==> config.mk <==
export PLATFORM = sky130hd
export DESIGN_NAME = v_hier_sub_arb
export DESIGN_NICKNAME = d
export VERILOG_FILES = /design/src/rtl/v_hier_sub_arb.sv
export SDC_FILE = /design/constraint.sdc
export NUM_CORES = 1
export LEC_CHECK = 0
export ABC_AREA = 0
export CAP_MARGIN = 5
export CELL_PAD_IN_SITES_DETAIL_PLACEMENT = 1
export CELL_PAD_IN_SITES_GLOBAL_PLACEMENT = 1
export CORE_MARGIN = 2
export CORE_UTILIZATION = 31
export DETAILED_ROUTE_END_ITERATION = 12
export HOLD_SLACK_MARGIN = 0.02
export MAX_ROUTING_LAYER = met4
export PLACE_DENSITY = 0.73
export SETUP_SLACK_MARGIN = 0.05
export SLEW_MARGIN = 20
export SYNTH_ARGS = -nofsm -noshare
export SYNTH_HDL_FRONTEND = slang
export SYNTH_SLANG_ARGS = --single-unit
==> constraint.sdc <==
create_clock -name clk -period 1.54 [get_ports clk]
set_input_delay 0.154 -clock clk [delete_from_list [all_inputs] [get_ports clk]]
set_output_delay 0.154 -clock clk [all_outputs]
set_load 0.005 [all_outputs]
==> src/rtl/v_hier_sub_arb.sv <==
// Round-robin arbiter that time-shares one v_hier_sub datapath among NREQ requesters.
// A granted operand goes out on avec, qvec is sampled after the settle delay, and the result is acked.
module v_hier_sub_arb #(
    parameter int unsigned NREQ     = 4,
    parameter int unsigned IDW      = 2,
    parameter int unsigned WAIT_CYC = 1
) (
    input  logic              clk,
    input  logic              reset,
    input  logic [NREQ-1:0]   req,
    input  logic [2*NREQ-1:0] req_data,
    output logic [NREQ-1:0]   ack,
    output logic [1:0]        rsp_data,
    output logic              rsp_valid,
    output logic [IDW-1:0]    grant_id,
    output logic              busy,
    output logic [1:0]        avec,
    input  logic [1:0]        qvec
);

    typedef enum logic [1:0] {StIdle, StWait, StDone} state_e;

    localparam logic [IDW-1:0] LastInit = IDW'(NREQ - 1);
    localparam logic [3:0]     CntInit  = 4'(WAIT_CYC);

    state_e          state_q, state_d;
    logic [3:0]      cnt_q, cnt_d;
    logic [IDW-1:0]  last_q, last_d;
    logic [IDW-1:0]  grant_q, grant_d;
    logic [1:0]      avec_q, avec_d;
    logic [NREQ-1:0] ack_q, ack_d;
    logic [1:0]      rsp_data_q, rsp_data_d;
    logic            rsp_valid_q, rsp_valid_d;

    logic [1:0]      req_op [NREQ];
    logic            found;
    logic [IDW-1:0]  pick;
    int unsigned     idx;

    always_comb begin
        for (int i = 0; i < int'(NREQ); i++) begin
            req_op[i] = req_data[2*i +: 2];
        end
    end

    // Search starts one past the last grant so the previous winner has lowest priority.
    always_comb begin
        found = 1'b0;
        pick  = '0;
        idx   = 0;
        for (int unsigned k = 1; k <= NREQ; k++) begin
            idx = (32'(last_q) + k) % NREQ;
            if (!found && req[idx[IDW-1:0]]) begin
                found = 1'b1;
                pick  = idx[IDW-1:0];
            end
        end
    end

    always_comb begin
        state_d     = state_q;
        cnt_d       = cnt_q;
        last_d      = last_q;
        grant_d     = grant_q;
        avec_d      = avec_q;
        ack_d       = '0;
        rsp_data_d  = rsp_data_q;
        rsp_valid_d = 1'b0;
        unique case (state_q)
            StIdle: begin
                if (found) begin
                    grant_d = pick;
                    last_d  = pick;
                    avec_d  = req_op[pick];
                    cnt_d   = CntInit;
                    state_d = StWait;
                end
            end
            StWait: begin
                // The grant is committed; req is no longer looked at here.
                if (cnt_q == 4'd0) begin
                    rsp_data_d     = qvec;
                    rsp_valid_d    = 1'b1;
                    ack_d[grant_q] = 1'b1;
                    state_d        = StDone;
                end else begin
                    cnt_d = cnt_q - 4'd1;
                end
            end
            StDone: begin
                state_d = StIdle;
            end
            default: begin
                state_d = StIdle;
            end
        endcase
    end

    always_ff @(posedge clk or posedge reset) begin
        if (reset) begin
            state_q     <= StIdle;
            cnt_q       <= 4'd0;
            last_q      <= LastInit;
            grant_q     <= '0;
            avec_q      <= 2'b00;
            ack_q       <= '0;
            rsp_data_q  <= 2'b00;
            rsp_valid_q <= 1'b0;
        end else begin
            state_q     <= state_d;
            cnt_q       <= cnt_d;
            last_q      <= last_d;
            grant_q     <= grant_d;
            avec_q      <= avec_d;
            ack_q       <= ack_d;
            rsp_data_q  <= rsp_data_d;
            rsp_valid_q <= rsp_valid_d;
        end
    end

    assign ack       = ack_q;
    assign rsp_data  = rsp_data_q;
    assign rsp_valid = rsp_valid_q;
    assign grant_id  = grant_q;
    assign avec      = avec_q;
    assign busy      = (state_q != StIdle);

endmodule

* Yosys cells after proc, flatten, opt, wreduce, memory -nomap -nowiden
Cells that the tools add are included. W data, S select, Z words.
Storage, ports and cells: bits in registers 19, bits in latches 0, RAM bits 0, bits in read-only memories 0, input bits 16, output and inout port bits 12, memories kept 0
Operators by class: add/subtract/negate cells 5, $mul 0, divide/modulo/power cells 0, magnitude comparators 7, equality and inequality tests 4, shift operators 0, mux-type cells 31, bitwise logic cells 1, reduce and logical (&&, ||, !) cells 15
Operators with widths (number):
- $mux W2 | 8
- $mux W4 | 4
- $lt A2 B3 Y1 const B | 5
- $mux W1 | 11
- $bmux W1 S2 | 4
- $pmux W4 S2 | 1
- $ne A2 B2 Y1 const B | 3
- $reduce_and A2 Y1 | 3
- $add A2 B1 Y2 const B | 2
- $add A2 B2 Y2 const B | 2
- $bmux W2 S2 | 1
- $logic_and A1 B1 Y1 | 4
- $logic_not A4 Y1 | 1
- $pmux W2 S2 | 1
- $reduce_bool A2 Y1 | 2
- $sub A4 B1 Y4 const B | 1
- $ge A3 B3 Y1 const B | 1
- $logic_not A1 Y1 | 3
- $not A2 Y3 | 1
- $reduce_and A3 Y1 | 1
- $demux W1 S2 | 1
- $eq A2 B1 Y1 const B | 1
- $ge A2 B1 Y1 const B | 1
- $logic_not A2 Y1 | 1

* Longest topological paths before layout
depth in word-level cells 17, mapped depth 7

* Worst setup path before layout
No wires, ideal clock.
path kind register to register, from register last_q[0], to register avec_q[0], in the netlist avec[0], arrival 1.308 ns, data required time 1.403 ns, setup slack 0.095 ns, cell stages (with the launch flop) 6, path buffers 0, cells stage by stage dfstp_2 > nor2b_4 > o21a_4 > o31a_2 > o21ai_1 > o311ai_1
Between the ends: longest elaborated chain between the ends 17, elaborated cells between the ends (all ways) 31, classes of those cells add/sub: 4; mux: 19; bitwise: 1; reduce/logical: 7
RTL lines:
- from (decl) | RTL line 28 | logic [IDW-1:0] last_q, last_d;
- from (signal assigned) | RTL line 103 | last_q <= LastInit;
- from (signal assigned) | RTL line 112 | last_q <= last_d;
- $add A2 B1 Y2 | RTL line 52 | idx = (32'(last_q) + k) % NREQ;
- $bmux W1 S2 | RTL line 53 | if (!found && req[idx[IDW-1:0]]) begin
- $mux W1 (not written as such) | RTL line 53
- $mux W1 | RTL line 53
- $logic_not A1 Y1 | RTL line 53
- $logic_and A1 B1 Y1 | RTL line 53
- $mux W1 | RTL line 53
- $logic_not A1 Y1 | RTL line 53
- $logic_and A1 B1 Y1 | RTL line 53
- $mux W1 | RTL line 53
- $logic_not A1 Y1 | RTL line 53
- $logic_and A1 B1 Y1 | RTL line 53
- $mux W2 | RTL line 53
- $not A2 Y3 (not written as such) | RTL line 74 | avec_d = req_op[pick];
- $bmux W2 S2 | RTL line 74
- $mux W2 (not written as such) (2 in series) | RTL line 74
- to (signal assigned) | RTL line 114 | avec_q <= avec_d;
- to (decl) | RTL line 30 | logic [1:0] avec_q, avec_d;
Several ways; a longest one is shown, not always the timed one. The select of a mux whose other input is x is not followed. A chain may end at the register's enable or synchronous reset.

* Worst setup path in the final report
from register last_q[0], to register avec_q[1], in the netlist avec[1]
The elaborated chain is that of the path after synthesis.

==> results by group <==
Placement
  – DP HPWL: 1.87 mm
  – Gp weighted congestion: 0.813
  – Number of cells after detailed placement: 168
  – Pre-CTS setup slack: -0.272 ns
  – Port-buffer cells: 27

Yosys
  – Post-synth top area share: 44.4%
  – Most frequent cells after synthesis: nand2_1, dfrtp_1, nor2_1
  – Syn nets: 115
  – Synth top area cells: dfrtp_1, nand2_1, dfstp_2, nor2_1, inv_1
  – #FFs+latches synth: 19
  – Post-synth ARST share: 100%
  – Yosys warns: 0
  – Ys flop type: dfrtp_1
  – EDFF count, synth: 0
  – Top-count cell post-synth: nand2_1
  – Sequential area share after synthesis: 49.9%
  – Mapped Cells: between 90 and 100
  – Yosys cell types: 33
  – Synth area leader: dfrtp_1
  – Syn Area/Cell: 9.77 um^2
  – Synthesized area: 957 um^2

Setup path
  – CP cell instances: nand2b_4 -> a21oi_4 -> o31a_2 -> o21ai_2 -> o311ai_1
  – Startpoint types: flip-flop
  – Worst Path Arrival: 1.70 ns
  – Worst Path Max Fanout: 3
  – Critical-path top delay cell: dfstp_2
  – CP Buf/Inv Count: 0
  – R2R cell count: 5
  – CP Capture Type: flip-flop
  – Crit Path Class: reg2reg
  – Crit path largest cell delay: 0.59 ns
  – Req. time, crit path: approximately 1.7 ns
  – Total stage count of the critical path: 5
  – Cell family with most CP delay: compound AO/OA/AOI/OAI gates

Global routing
  – Gr usage total: 15.6%
  – Pin count of the biggest net entering global routing: 20
  – Vias in the first global route: 919
  – First-pass GRT wire length: just over 4 mm
  – Gr ovfl total: 0
  – Initial antenna violation count: 0

STA
  – Max Transition Viols Final: 0
  – Final setup margin: around 0.022 ns
  – Fmax: about 0.66 GHz
  – Hold WS: around 0.16 ns
  – Final period util: 98.6%
  – Period minus WS final: 1.52 ns
  – Worst slew margin: 78.7%
  – Worst slew pin tran: 0.319 ns
  – Final hold vios: 0
  – Number of setup violations in the final report: 0
  – Fin Clk Skew: 0.00603 ns
  – RSZ-0062 raised after global routing: yes

Finish
  – # diodes: 0
  – Final Non-Filler Cells: 179
  – P&R area growth vs syn: 56.5%
  – Nets: 164
  – Multi-input gate area: 518 um^2
  – Share of layout cells above drive strength 1: approximately a third
  – FF+latch area: around 480 um^2
  – Fill count: 341

Detailed routing
  – Wire per inst: 13.8 um
  – Drt total wl: 2.46 mm
  – Drt pass-1 iters: 3
  – Remaining antenna violation count: 0
  – DR vias/cell: 4.89
  – Initial DRC Count: 6
  – DRC: 0
  – Routed vias: ~880

Power and ir drop
  – Gate power share: 55.6%
  – NetSw: ~0.00098 W
  – Peak supply drop: 1.05 mV
  – Clock group share of total power: 9.7%
  – PwrDens: around 1800 nW/um^2
  – Int Pwr: 0.00166 W
  – Sequential fraction of design power: 34.7%
  – Pwr Total: 0.00264 W
  – Leak: 0.676 nW
  – Sw frac: 37.0%

Min path
  – HP Class: in2async

Floorplanning
  – Initial Util: 31.9%
  – Die Span X: 59.6 um
  – Ports: 28
  – Die Ht: around 60 um
  – Num rows: 20
  – Die area: 3550 um^2
  – Core Area: 3000 um^2

Clock tree
  – Clk_lat worst skew: 0.30 ns
  – CTS max path bufs: 2
  – Register clock-pin slew on the reported worst setup and hold paths: 0.11 ns
  – Num CTS Buffers: 3
  – Num Clock Sinks: 19
  – CTS HTree Levels: 1
  – CTS tree: yes
  – Hold_buf cts: 0
  – Clock root buffer master: clkbuf_4

Job
  – MaxCap Viol Count: 0

Outcome
  – Status: complete, no violations
## worst reg2reg max path, stage by stage, from the launching register on
cell	delay, ns
dfstp_2	0.59
nand2b_4	0.16
a21oi_4	0.07
o31a_2	0.34
o21ai_2	0.14
o311ai_1	0.11
## placed cells by master, fill, tap and decap left out, drive strengths merged
cell type,count
nand4b,1
a21o,1
o22ai,1
buf,18
dfstp,2
o21bai,1
nor2b,3
mux2,2
dlygate4sd2,1
nand2b,2
or2b,1
a22o,1
nor2,8
ha,1
and4,2
and3,1
o21ai,5
inv,7
nor3b,2
o31a,2
nor3,3
mux2i,2
clkbuf,3
o21a,4
nand2,19
clkdlybuf4s50,26
clkinv,1
o311ai,2
a21oi,5
a211oi,1
nand4,1
dfrtp,17
## state kept, by name, summed over array words and instances, names as in the netlist
register	flops
ack	4
cnt_q	4
avec	2
grant_id	2
last_q	2
rsp_data	2
state_q	2
rsp_valid	1
## final cells by class
| class | instances | area share [%] |
|---|---|---|
| multi-input combinational | 71 | 34.6 |
| sequential | 19 | 32.1 |
| timing repair buffer | 45 | 27.0 |
| tap | 33 | 2.76 |
| inverter | 7 | 1.75 |
| clock buffer | 3 | 1.50 |
| clock inverter | 1 | 0.334 |
## metrics by stage
| stage | cell area [um^2] | utilization (%) | TNS (ns) |
|---|---|---|---|
| 6_report | 1500 | 49.9 | 0 |
| 5_1_grt | 1500 | 49.9 | -0.0885 |
| 4_1_cts | 1440 | 48.0 | -0.00503 |
| 3_5_place_dp | 1350 | 44.9 | -1.06 |
| 3_3_place_gp | 1350 | 44.9 | -0.665 |
| 2_1_floorplan | 957 | - | 0 |
## cells by family after synthesis
family,share of synthesized area [%]
AO/OA/AOI/OAI,17.4
adder cells (fa/ha/maj),1.31
buffers and inverters,3.14
flip-flops,49.9
multiplexers,4.44
AND/OR/NAND/NOR,23.8
## per-layer routing
metal / global-route usage [%] / vias up / part of all wire [%]
met3: 3.93 / 4 / 2.5
met5: - / - / 0
li1: - / 436 / -
met1: 17.4 / 422 / 42
met2: 27.9 / 14 / 53
met4: 3.17 / 0 / 1.8
## what timing repair did
| item | 4_1_cts | 5_1_grt |
|---|---|---|
| pin swaps | 7 | 2 |
| resized for setup | 8 | 15 |
| buffers inserted | 5 | 2 |
| gates cloned | 0 | 0 |
| setup endpoints to repair | 8 | 12 |
## path summary, 6_finish.rpt
check | to | slack, ns | start
worst min register to register | rsp_data[1] | 0.49 | rsp_data[1]
max in group asynchronous | last_q[1] | 1.12 | reset
worst min-delay path | ack[1] | 0.16 | reset
worst max register to register | avec[1] | 0.02 | last_q[0]
min in group clk | rsp_data[0] | 0.37 | qvec[0]
worst max-delay path | avec[1] | 0.02 | last_q[0]
## power groups by stage
stage	clock, W	sequential, W	combinational [W]
global placement	0	0.000906	0.00115
finish	0.000255	0.000915	0.00147
global route	0.000278	0.000943	0.00163
CTS	0.000266	0.000893	0.00133
detailed placement	0	0.000908	0.00119
floorplan	0	0.000862	0.000670
(Power assumes the default switching activity.)
==> RTL change 1, RTL diff (same settings) <==
Make the reset (`reset`) synchronous in one clocked block.
--- a/src/rtl/v_hier_sub_arb.sv
+++ b/src/rtl/v_hier_sub_arb.sv
@@ -96,7 +96,7 @@
         endcase
     end
 
-    always_ff @(posedge clk or posedge reset) begin
+    always_ff @(posedge clk) begin
         if (reset) begin
             state_q     <= StIdle;
             cnt_q       <= 4'd0;
Function: differs if reset is asserted again (counterexample within 4 cycles, from zero or initial values and one cycle with reset high); with reset held inactive, the same outputs for 10 cycles.
==> RTL change 1 against the unedited design <==
Non-clock buffer count is 3 lower; core utilization is 1.1 points higher; via count is 6.3% lower; die area is 5.1% lower; global-route usage is 0.13 points lower; area after synthesis is 5.5% lower; sequential cell count stayed put; design area is 6.2% lower; wire length is 2.9% lower; setup slack better by 0.049 ns; synthesized cell count is 6.1% lower; critical path type unchanged; highest routed layer unchanged.
Power is not compared: it rests on default switching activity, and its combinational part moved more than twofold at a synthesized area within 25%.
==> RTL change 1: results (changes against the unedited design) <==
Status
  – Status: finished, final reports clean

Route
  – DR pass1 iterations: 4 (+1)
  – Met3 WL post-DR: 64 µm (+3.2%)
  – Met2 WL: 1.33 mm (+1.6%)
  – Met1 Wirelength: 966 µm (-7.6%)

Layout
  – Nets: 154 (-6.1%)
  – Multi-input logic cell count: 67 (-5.6%)
  – Footprint of the multi-input gates: 541 µm² (+4.3%)
  – Invs w/o clock: 3 (-4)
  – Fraction of area in registers: 28.0% (-4.0 points)
  – Clk tree area frac: 1.87% (+0.032 points)
  – Multi-input combinational area share: 38.5% (+3.9 points)
  – # fillers: 307 (-10%)
  – Fraction of layout cells with a size suffix above 1: 34.1% (+0.51 points)
  – CLK BUF: 4 (+1)
  – Non-clock buffers: 42 (-6.7%)
  – Non-clk buf share: 28.0% (+1.1 points)

Synth
  – Syn_nets: 110 (-4.3%)
  – Compound-gate portion of the synthesized area: 15.5% (-1.9 points)
  – Synth top cells by count: dfxtp_1, nor2_1, mux2i_1, nor3_1
  – Mux cell area share after synthesis: 8.85% (+4.4 points)
  – Synth async-reset ratio: 0% (-100 points)
  – Post-Synth XOR/XNOR Area: 1.94% (+1.9 points)
  – Seq/Total Area, Yosys: 42.0% (-7.9 points)

Min path
  – Hold crit path type: reg -> reg

Worst setup path
  – Flop-to-flop setup slack: 0.07 ns (+0.05 ns)
  – Worst Path Max Fanout: 7 (+4)
  – WP data arrival: 1.68 ns (-0.02 ns)
  – Crit path largest cell delay: 0.39 ns (-0.20 ns)
  – FF-to-FF End: avec[0]
  – Worst Setup SP: last_q[1]

Global route
  – Met2 Track Usage GR: 28.4% (+0.47 points)
  – Met3 Usage GRT: 2.01% (-1.9 points)
  – Total GRT Usage: 15.4% (-0.13 points)
  – Largest net degree at the start of global routing: 19 (-5.0%)
  – GRT met1 Usage: 16.6% (-0.78 points)

Timing
  – Period Utilization, post-route: 95.4% (-3.2 points)
  – Clock Skews: 0.00286 ns (-0.00317 ns)
  – Worst hold slack: 0.474 ns (+0.315 ns)

Placement
  – Placed Instances: 158 (-6.0%)
  – Gpl congestion: 0.782 (-3.8%)
  – DP Worst Slack: -0.274 ns (-0.00157 ns)
## RTL change 1: cell types whose count changed in the layout (fill, tap and decap cells not counted), sizes merged, moves of 4 or more
cell,change
o21ai,-5
dfxtp,+19
nand3,+4
o21a,-4
inv,-4
nor2,+6
dfrtp,-17
nand2,-15
## RTL change 1: critical path: cells and delay by family (launching register included)
family | cells | cell delay, ns
AO/OA/AOI/OAI | 2 | 0.40
flip-flops | 1 | 0.39
AND/OR/NAND/NOR | 2 | 0.32
multiplexers | 1 | 0.28
## RTL change 1: timing repair
item | in CTS | in global routing
endpoints found under the setup margin | 7 | 12
hold buffers | 0 | 0
resized for setup | 17 | 10
buffers inserted | 1 | 3
pin swaps | 5 | 4
## RTL change 1: power by group through the flow
stage          Combinational, mW  Sequential (mW)  Clock, mW
3_3_place_gp               0.482            0.603          0
3_5_place_dp               0.500            0.606          0
5_1_grt                    0.595            0.618      0.288
6_report                   0.553            0.607      0.241
4_1_cts                    0.518            0.601      0.253
2_1_floorplan              0.256            0.602          0
==> RTL change 2, RTL diff (same settings) <==
Without the edit above. Change the parameter `IDW` from 2 to 1.
--- a/src/rtl/v_hier_sub_arb.sv
+++ b/src/rtl/v_hier_sub_arb.sv
@@ -2,7 +2,7 @@
 // A granted operand goes out on avec, qvec is sampled after the settle delay, and the result is acked.
 module v_hier_sub_arb #(
     parameter int unsigned NREQ     = 4,
-    parameter int unsigned IDW      = 2,
+    parameter int unsigned IDW      = 1,
     parameter int unsigned WAIT_CYC = 1
 ) (
     input  logic              clk,
Ports: changed (resized grant_id); port bits go from 28 to 27. The function was not compared with the original's and may differ.
==> RTL change 2 against the unedited design <==
Sequential cell count down 4; largest cell class is now registers; total power down 26%; critical path depth unchanged; worst hold slack better by 0.060 ns; area after synthesis down 25%; design area down 30%; first-iteration DRC count down 67%; setup slack better by 0.15 ns; wire length down 42%; synthesized cell count down 42%; non-clock buffer count down 17.
==> RTL change 2: results (changes against the unedited design) <==
Status
  – Status: finished, final reports clean

Synth
  – Cells after Synth: 57 (-42%)
  – Seq/Total Area, Yosys: 52.3% (+2.4 points)
  – Synth top cells by count: dfrtp_1, inv_1, mux2_1
  – Synth cell types: 30 (-9.1%)
  – Mux cell area share after synthesis: 14.3% (+9.8 points)

Placement
  – DP Worst Slack: -0.0600 ns (+0.212 ns)
  – PortBufs: 18 (-33%)
  – Gpl congestion: 0.705 (-13%)

Layout
  – Area growth, synth to finish: 44.7%
  – CLK BUF: 4 (+1)
  – Reg area: 377 µm² (-22%)
  – Fraction of layout cells with a size suffix above 1: 31.8% (-1.7 points)
  – Non-clk buf share: 24.4% (-2.6 points)
  – Non-clock buffers: 28 (-38%)

Worst setup path
  – Crit path largest cell delay: 0.42 ns (-0.17 ns)
  – Top delay family on crit path: flip-flops

Floorplanning
  – Die extent in x: 52.2 µm (-12%)

Clock tree
  – Resize count post-CTS: 4 (-4)
  – Setup Buffers After CTS: 4 (-1)

Route
  – 1st-iter DRT viols: 2 (-4)
  – Met1 Wirelength: 605 µm (-42%)
  – Met2 WL: 720 µm (-45%)

Timing
  – Clock Skews: 0.00756 ns (+0.00153 ns)

Global route
  – Number of global-route vias before repair: 592 (-36%)

Pwr
  – Leakage: 0.461 nW (-32%)
## RTL change 2: worst reg2reg max path, delay by kind of cell, from the launching register on
kind	cells	cell delay [ns]
flip-flops	1	0.42
AND/OR/NAND/NOR	2	0.25
buffers and inverters	1	0.10
adder cells (fa/ha/maj)	1	0.15
multiplexers	1	0.34
## RTL change 2: routing by layer
metal,global-route usage (%),vias up
li1,-,257
met1,16.0,254
met2,22.4,17
met3,3.43,2
met4,5.13,0
met5,-,-
## RTL change 2: path summary, 6_finish.rpt
check	from	end	slack [ns]
setup / recovery	cnt_q[1]	rsp_data[1]	0.17
setup reg to reg	cnt_q[1]	rsp_data[1]	0.17
hold reg to reg	rsp_data[0]	rsp_data[0]	0.49
hold / removal	reset	ack[1]	0.22
min in group clk	qvec[0]	rsp_data[0]	0.47
max in group asynchronous	reset	last_q	0.94
## RTL change 2: report_power, final
group	leakage (nW)	switching [mW]	internal (mW)
logic	0.260	0.414	0.620
clock network	0.0150	0.123	0.100
registers	0.186	0.117	0.577
